--- config.mk ---
export PLATFORM = sky130hd
export DESIGN_NAME = load_store_unit
export DESIGN_NICKNAME = d
export VERILOG_FILES = /design/src/rtl/load_store_unit.sv
export SDC_FILE = /design/constraint.sdc
export NUM_CORES = 1
export LEC_CHECK = 0
export CAP_MARGIN = 20
export CORE_MARGIN = 4
export CORE_UTILIZATION = 45
export CTS_CLUSTER_DIAMETER = 200
export DETAILED_ROUTE_END_ITERATION = 10
export DONT_BUFFER_PORTS = 1
export MAX_ROUTING_LAYER = met4
export PLACE_DENSITY_LB_ADDON = 0.3
export SLEW_MARGIN = 25
export SYNTH_ARGS = -nofsm -noshare
export SYNTH_HDL_FRONTEND = slang
export SYNTH_SLANG_ARGS = --single-unit
--- constraint.sdc ---
create_clock -name clk -period 5.5 [get_ports clk]
set_input_delay 1.1 -clock clk [delete_from_list [all_inputs] [get_ports clk]]
set_output_delay 1.1 -clock clk [all_outputs]
set_load 0.02 [all_outputs]
--- src/rtl/load_store_unit.sv ---
// Load/store unit: one memory operation at a time between the pipeline and a
// single-port data RAM, with RISC-V size/sign handling and an ack timeout.
module load_store_unit #(
    parameter int unsigned TIMEOUT = 16
) (
    input  logic        clk,
    input  logic        rst,
    input  logic        req_valid,
    output logic        req_ready,
    input  logic        req_we,
    input  logic [2:0]  req_funct3,
    input  logic [31:0] req_addr,
    input  logic [31:0] req_wdata,
    output logic        resp_valid,
    output logic [31:0] resp_rdata,
    output logic        resp_err,
    output logic        busy,
    output logic [1:0]  mem_ctrl,
    output logic [31:0] mem_addr,
    output logic [31:0] mem_wdata,
    output logic [3:0]  mem_be,
    input  logic [31:0] mem_rdata,
    input  logic        mem_ack
);

    localparam logic [1:0] StIdle  = 2'd0;
    localparam logic [1:0] StIssue = 2'd1;
    localparam logic [1:0] StResp  = 2'd2;

    localparam logic [7:0] TimeoutLast = 8'(TIMEOUT - 1);

    logic [1:0]  state_q, state_d;
    logic [7:0]  cnt_q, cnt_d;
    logic        we_q, we_d;
    logic [2:0]  funct3_q, funct3_d;
    logic [31:0] addr_q, addr_d;
    logic [31:0] wdata_q, wdata_d;
    logic [31:0] rdata_q, rdata_d;
    logic        err_q, err_d;

    logic [3:0]  st_be;
    logic [31:0] st_data;
    logic [31:0] ld_data;
    logic [7:0]  ld_byte;
    logic [15:0] ld_half;
    logic        in_issue;

    function automatic logic req_ok(logic we, logic [2:0] f3, logic [1:0] lsb);
        logic legal;
        logic aligned;
        if (we) begin
            legal = (f3 == 3'b000) || (f3 == 3'b001) || (f3 == 3'b010);
        end else begin
            legal = (f3 == 3'b000) || (f3 == 3'b001) || (f3 == 3'b010) ||
                    (f3 == 3'b100) || (f3 == 3'b101);
        end
        case (f3[1:0])
            2'b00:   aligned = 1'b1;
            2'b01:   aligned = ~lsb[0];
            2'b10:   aligned = (lsb == 2'b00);
            default: aligned = 1'b0;
        endcase
        return legal & aligned;
    endfunction

    // Store data is replicated across lanes so the RAM only needs byte enables.
    always_comb begin
        case (funct3_q[1:0])
            2'b00: begin
                st_be   = 4'b0001 << addr_q[1:0];
                st_data = {4{wdata_q[7:0]}};
            end
            2'b01: begin
                st_be   = 4'b0011 << addr_q[1:0];
                st_data = {2{wdata_q[15:0]}};
            end
            default: begin
                st_be   = 4'b1111;
                st_data = wdata_q;
            end
        endcase
    end

    always_comb begin
        ld_byte = mem_rdata[{addr_q[1:0], 3'b000} +: 8];
        ld_half = mem_rdata[{addr_q[1], 4'b0000} +: 16];
        case (funct3_q)
            3'b000:  ld_data = {{24{ld_byte[7]}}, ld_byte};
            3'b100:  ld_data = {24'b0, ld_byte};
            3'b001:  ld_data = {{16{ld_half[15]}}, ld_half};
            3'b101:  ld_data = {16'b0, ld_half};
            default: ld_data = mem_rdata;
        endcase
    end

    always_comb begin
        state_d  = state_q;
        cnt_d    = cnt_q;
        we_d     = we_q;
        funct3_d = funct3_q;
        addr_d   = addr_q;
        wdata_d  = wdata_q;
        rdata_d  = rdata_q;
        err_d    = err_q;
        case (state_q)
            StIdle: begin
                if (req_valid) begin
                    we_d     = req_we;
                    funct3_d = req_funct3;
                    addr_d   = req_addr;
                    wdata_d  = req_wdata;
                    cnt_d    = 8'd0;
                    rdata_d  = 32'd0;
                    if (req_ok(req_we, req_funct3, req_addr[1:0])) begin
                        state_d = StIssue;
                        err_d   = 1'b0;
                    end else begin
                        state_d = StResp;
                        err_d   = 1'b1;
                    end
                end
            end
            StIssue: begin
                // Ack wins over an expiring counter in the same cycle.
                if (mem_ack) begin
                    state_d = StResp;
                    err_d   = 1'b0;
                    rdata_d = we_q ? 32'd0 : ld_data;
                end else if (cnt_q == TimeoutLast) begin
                    state_d = StResp;
                    err_d   = 1'b1;
                    rdata_d = 32'd0;
                end else begin
                    cnt_d = cnt_q + 8'd1;
                end
            end
            StResp: begin
                state_d = StIdle;
                err_d   = 1'b0;
                rdata_d = 32'd0;
            end
            default: state_d = StIdle;
        endcase
    end

    always_ff @(posedge clk or negedge rst) begin
        if (!rst) begin
            state_q  <= StIdle;
            cnt_q    <= 8'd0;
            we_q     <= 1'b0;
            funct3_q <= 3'd0;
            addr_q   <= 32'd0;
            wdata_q  <= 32'd0;
            rdata_q  <= 32'd0;
            err_q    <= 1'b0;
        end else begin
            state_q  <= state_d;
            cnt_q    <= cnt_d;
            we_q     <= we_d;
            funct3_q <= funct3_d;
            addr_q   <= addr_d;
            wdata_q  <= wdata_d;
            rdata_q  <= rdata_d;
            err_q    <= err_d;
        end
    end

    always_comb begin
        in_issue   = (state_q == StIssue);
        req_ready  = (state_q == StIdle);
        busy       = ~req_ready;
        resp_valid = (state_q == StResp);
        resp_rdata = resp_valid ? rdata_q : 32'd0;
        resp_err   = resp_valid & err_q;
        mem_ctrl   = in_issue ? (we_q ? 2'b10 : 2'b01) : 2'b00;
        mem_addr   = in_issue ? {addr_q[31:2], 2'b00} : 32'd0;
        mem_wdata  = (in_issue && we_q) ? st_data : 32'd0;
        mem_be     = (in_issue && we_q) ? st_be : 4'b0000;
    end

endmodule

==> results of run 1 <==
[area by class of cell]
type | instances | area share [%]
Antenna cell | 1 | 0.03932
Clock buffer | 9 | 3.538
Inverter | 12 | 0.7077
Tap cell | 172 | 3.381
Multi-Input combinational cell | 400 | 46.41
Sequential cell | 111 | 43.64
Timing Repair Buffer | 6 | 0.7077
Clock inverter | 7 | 1.573
[cell families after synthesis]
| group | after synthesis | share of synthesized area [%] |
|---|---|---|
| XOR/XNOR | 1 | 0.1472 |
| flip-flops | 111 | 46.68 |
| adder cells (fa/ha/maj) | 5 | 1.051 |
| buffers and inverters | 56 | 4.037 |
| AND/OR/NAND/NOR | 192 | 17.60 |
| other | 1 | 0.06302 |
| multiplexers | 94 | 17.49 |
| AO/OA/AOI/OAI | 106 | 12.93 |
[power by group]
group / total (mW) / internal (mW) / switching [mW]
registers: 1.40 / 1.09 / 0.305
logic: 1.20 / 0.535 / 0.662
clock network: 0.715 / 0.405 / 0.309
total: 3.31 / 2.03 / 1.28
[path summary, 6_finish.rpt]
| check | startpoint | end |
|---|---|---|
| hold reg to reg | addr_q[23] | addr_q[23] |
| setup / recovery | state_q[1] | mem_be[3] |
| hold / removal | rst | rdata_q[29] |
| min in group clk | addr_q[23] | addr_q[23] |
| max in group asynchronous | rst | addr_q[22] |
| setup reg to reg | state_q[1] | rdata_q[17] |
[routing by layer]
metal	wire (um)	track usage (%)
met5	0	-
met1	6204	24.93
met2	7447	33.58
met3	1894	10.02
met4	395	6.298
[critical path, cell delays in order, from the launching register on]
cell	delay [ns]
dfrtp_1	0.41
inv_1	0.10
ha_1	0.15
buf_4	0.36
nand2_1	0.54
inv_1	0.39
o21ai_0	0.17
nor2_1	0.36
[sequential cells by signal (all words and copies together), names as in the netlist]
name / flops
wdata_q: 32
funct3_q: 3
state_q: 2
cnt_q: 8
addr_q: 32
rdata_q: 32
err_q: 1
we_q: 1
[through the flow]
step	instance area [um^2]	power [mW]	setup WS, ns	util (%)
finish	6365	3.311	1.538	49.83
global route	6365	3.526	1.233	49.83
CTS	6360	3.336	1.511	49.79
detailed placement	6035	2.611	1.932	47.24
global placement	6035	2.555	2.021	47.24
floorplan	5954	2.337	2.535	-
[placed cells by master, fill, tap and decap left out, drive strengths merged, types with 7 or more instances in the layout]
cell,netlist,final
clkbuf,26,9
nand3,12,12
a22o,8,8
mux2i,23,23
o21ai,16,16
nand2,26,26
a21oi,29,29
dfrtp,111,111
inv,12,16
nor2,40,40
a221o,17,17
and3,8,8
mux2,70,70
nor2b,12,12
o221ai,7,7
and2,64,64
==> summary.md, run 1 <==
| Metric | Value |
|---|---|
| DP Cell Count | about 700 |
| Post-synthesis cell type count | 53 |
| First-pass GRT wire length | 24.34 mm |
| Vias per Instance | roughly 6.1 |
| Element type at the critical path start | flop |
| Routability cong. | between 0.9 and 1 |
| 1st-iter DRT viols | around 340 |
| Worst path arrival time | between 2 and 3 ns |
| Part of the cycle the worst path needs | 72.04% |
| Largest net degree at the start of global routing | approximately 110 |
| Slew headroom | around 34% |
| Worst-path maximum fanout | 50 |
| Sequential area share after synthesis | about 47% |
| Worst Hold Class | primary input to asynchronous set/reset pin |
| TNS Setup | 0 ns |
| Top cells by area, synth | dfrtp_1, mux2_2, and2_1, mux2i_1, a221o_1 |
| First-pass DRT Iterations | 6 |
| Leak pwr | ~2.8 nW |
| Die X | ~120 um |
| Worst hold slack | about 0.43 ns |
| Root Buffer | clkbuf_16 |
| Max Fclk | 252.4 MHz |
| Initial Util | 46.59% |
| Asr flop ratio synth | 100.0% |
| Crit path kind | flop to output port |
| Post-layout min period | just under 4 ns |
| Drt total wl | approximately 16 mm |
| WL/cell | 22.20 um |
| FILL cells | approximately 1,200 |
| Yosys top cell area share | 46.68% |
| DRC | 0 |
| Hold buffers post-CTS | 0 |
| Non-Filler Instances | roughly 700 |
| Resize count post-CTS | 0 |
| Count leader, synth | dfrtp_1 |
| Cells after Synth | roughly 570 |
| Post-synth EDFFs | 0 |
| Multi-input gate area | around 3000 um^2 |
| Worst skew pair latency | about 0.36 ns |
| P&R area growth vs syn | 6.960% |
| Gr ovfl total | 0 |
| Final Hold Viols | 0 |
| Max cap viols | 0 |
| FF-to-FF path depth | 5 |
| Clock tree sinks | around 110 |
| Vias after detailed routing | around 4,400 |
| Num CTS Buffers | 9 |
| CTS tree | yes |
| Clock-pin slew on the worst setup and hold paths | roughly 0.080 ns |
| Boundary pin count | 210 |
| Top post-synthesis cells by count | dfrtp_1, mux2_2, and2_1 |
| Max Slew Vio Count | 0 |
| Max IR drop VDD | between 0.3 and 0.4 mV |
| Post-CTS Setup Bufs | 0 |
| IO Port Bufs | 0 |
| Power Dens Cells | 520.3 nW/um^2 |
| Synth warnings | 0 |
| Top FF cell, synth | dfrtp_1 |
| H-tree levels | 3 |
| DP HPWL | between 10 and 15 mm |
| Final ANT Viol Nets | 0 |
| Synthesis-stage register bit count | around 110 |
| Clock buffer depth | 2 |
| Core area | between 10,000 and 15,000 um^2 |
| Num rows | between 40 and 50 |
| Crit. End Element | output port |
| Vias in the first global route | between 4,000 and 5,000 |
| Nets@finish | ~650 |
| RSZ-0062 raised after global routing | no |
| Die area | between 15,000 and 20,000 um^2 |
| Clock skew | around 0.010 ns |
| Die Height | around 120 um |
| GRT Util Overall | between 20% and 30% |
| Leading area contributor after synthesis | dfrtp_1 |
| Reg area | approximately 2800 um^2 |
| Reg2reg setup slack | 2.78 ns |
| Netlist area before placement | 5951 um^2 |
| Avg Cell Area, Syn | 10.51 um^2 |
| Initial antenna violation count | 1 |
| Count of final setup violators | 0 |
| CP required | around 4.4 ns |
| Status | complete, no violations |
| Slew @ Worst Pin | 0.9970 ns |
| Share of post-route cells with drive strength above 1 | between 15 and 20% |
(Power assumes the default switching activity.)
==> run 2, diff against run 1 <==
==> constraint.sdc (replaced) <==
create_clock -name clk -period 4.15 [get_ports clk]
set_input_delay 0.83 -clock clk [delete_from_list [all_inputs] [get_ports clk]]
set_output_delay 0.83 -clock clk [all_outputs]
set_load 0.02 [all_outputs]
==> run 2 against run 1 <==
Net effect: hold slack lost 0.26 ns; first-iteration DRC count grew 35%; via count up 2.4%; highest routed layer unchanged.
==> summary.md, run 2 (same netlist as run 1, synthesis figures left out) <==
| Metric | Value |
|---|---|
| Max Fclk | a little over 300 MHz |
| Drt total wl | between 15 and 20 mm |
| Element type at the critical path start | flop |
| H-tree levels | 3 |
| Max IR drop VDD | between 0.4 and 0.5 mV |
| Largest registers | addr_q x32, rdata_q x32, wdata_q x32 |
| Reg area | roughly 2800 um^2 |
| Seq pwr share | a little over two fifths |
| Multi-input gate area | 2954 um^2 |
| IO Port Bufs | 0 |
| Die area | between 15,000 and 20,000 um^2 |
| Power Dens Cells | around 670 nW/um^2 |
| First-pass DRT Iterations | 7 |
| Die X | roughly 120 um |
| Status | complete, no violations |
| Vias in the first global route | 4,490 |
| CP required | between 3 and 4 ns |
| Slew headroom | between 30% and 40% |
| Worst Hold Class | primary input to asynchronous set/reset pin |
| Boundary pin count | 210 |
| Final Hold Viols | 0 |
| Commonest cells after routing, fill and taps aside | dfrtp_1, mux2_2, and2_1, nor2_1, a21oi_1 |
| Hold buffers post-CTS | 0 |
| Crit. End Element | output port |
| Root Buffer | clkbuf_16 |
| Clock buffer depth | 2 |
| Die Height | approximately 120 um |
| Slew @ Worst Pin | 0.9943 ns |
| Switching Power | between 1.5 and 2 mW |
| Clock-pin slew on the worst setup and hold paths | ~0.080 ns |
| Post-layout min period | between 3 and 4 ns |
| Crit path kind | flop to output port |
| Initial Util | a little under half |
| Share of post-route cells with drive strength above 1 | approximately 20% |
| Vias per Instance | between 6 and 7 |
| RSZ-0062 raised after global routing | no |
| Clock tree sinks | 111 |
| Initial antenna violation count | 1 |
| TNS Setup | 0 ns |
| Worst path arrival time | about 2.5 ns |
| Worst-path maximum fanout | 39 |
| Placed inst area | 6132 um^2 |
| GRT Util Overall | roughly 22% |
| Combinational Power Share | about two fifths |
| Largest net degree at the start of global routing | 112 |
| Vias after detailed routing | about 4,500 |
| Final ANT Viol Nets | 0 |
| Worst skew pair latency | between 0.3 and 0.4 ns |
| Count of final setup violators | 0 |
| Core area | about 13,000 um^2 |
| WL/cell | approximately 22 um |
| Clock skew | approximately 0.0086 ns |
| First-pass GRT wire length | between 20 and 30 mm |
| P&R area growth vs syn | 8.032% |
| Final Cell Area | approximately 6400 um^2 |
| Total Power | 4.319 mW |
| FILL cells | between 1,000 and 1,500 |
| Leak pwr | 2.814 nW |
| Max cap viols | 0 |
| Net Sw Frac | just under 40% |
| 1st-iter DRT viols | roughly 460 |
| Clock power share | around a fifth |
| Max Slew Vio Count | 0 |
| Resize count post-CTS | 0 |
| Nets@finish | 662 |
| Routability cong. | 0.8269 |
| CTS tree | yes |
| Num CTS Buffers | 9 |
| Gr ovfl total | 0 |
| Crit-path cells | buf_4 > nor2_1 > nand2_1 > a21oi_1 > buf_4 |
| CP dominant cell by count | buf_4 |
| Num rows | 41 |
| Part of the cycle the worst path needs | ~79% |
| DRC | 0 |
| Critical Path Slowest Stage Cell | nor2_1 |
| Most common cell after layout, fill and taps aside | dfrtp_1 |
| Int Pwr | 2.623 mW |
| Post-CTS Setup Bufs | 0 |
| Crit-path max cell delay | roughly 0.78 ns |
| DP HPWL | between 10 and 15 mm |
[run 2: cell count changes in the layout (fill, tap and decap cells not counted)]
cell / previous run / this run
buf_4: 6 / 19
clkinvlp_4: 0 / 1
clkinv_4: 0 / 1
bufinv_16: 2 / 0
clkbuf_8: 0 / 2
inv_6: 4 / 2
[run 2: area by class of cell]
class                   instances  share of cell area [%]
clock buffers                  11                   3.931
flip-flops and latches        111                   43.21
inverters                      12                  0.7007
multi-input cells             400                   45.95
diodes                          1                 0.03893
repair buffers                 19                   2.219
clock inverters                 5                  0.6033
well taps                     172                   3.348
[run 2: path summary, 6_finish.rpt]
kind	cells past startpoint	slack, ns	start	to
max	5	0.86	funct3_q[1]	mem_wdata[15]
min	0	0.17	rst	rdata_q[13]
max reg2reg	8	1.29	state_q[1]	rdata_q[18]
min reg2reg	1	0.48	rdata_q[7]	rdata_q[7]
max in group asynchronous	0	3.76	rst	funct3_q[2]
min in group clk	1	0.48	rdata_q[7]	rdata_q[7]
[run 2: worst max-delay path: cells and delay by family, from the launching register on]
family	cells	cell delay, ns
and+or+nand+nor	2	0.89
buffers and inverters	2	0.51
AOI/OAI and AO/OA	1	0.22
DFF	1	0.47
[run 2: through the flow]
| step | setup WS, ns | utilization (%) | std cells | hold WS, ns |
|---|---|---|---|---|
| 2_1_floorplan | 1.455 | - | 567 | 0.4487 |
| 3_3_place_gp | 1.225 | 48.01 | 714 | 0.4703 |
| 3_5_place_dp | 1.243 | 48.01 | 714 | 0.4704 |
| 4_1_cts | 0.8468 | 50.29 | 730 | 0.1509 |
| 5_1_grt | 0.6313 | 50.33 | 731 | 0.1426 |
| 6_report | 0.8621 | 50.33 | 731 | 0.1704 |
[run 2: power groups by stage]
stage,combinational [mW],sequential (mW),clock [mW]
2_1_floorplan,1.47,1.62,0
3_3_place_gp,1.60,1.81,0
3_5_place_dp,1.65,1.83,0
4_1_cts,1.65,1.82,0.874
5_1_grt,1.81,1.88,0.924
6_report,1.65,1.82,0.848
[run 2: routing by layer]
layer | global-route usage (%) | share of wire (%) | vias up
met1 | 26.61 | 39 | 2191
met5 | - | 0 | -
li1 | - | - | 2005
met4 | 6.920 | 1.8 | 0
met3 | 8.600 | 11 | 30
met2 | 34.88 | 48 | 231
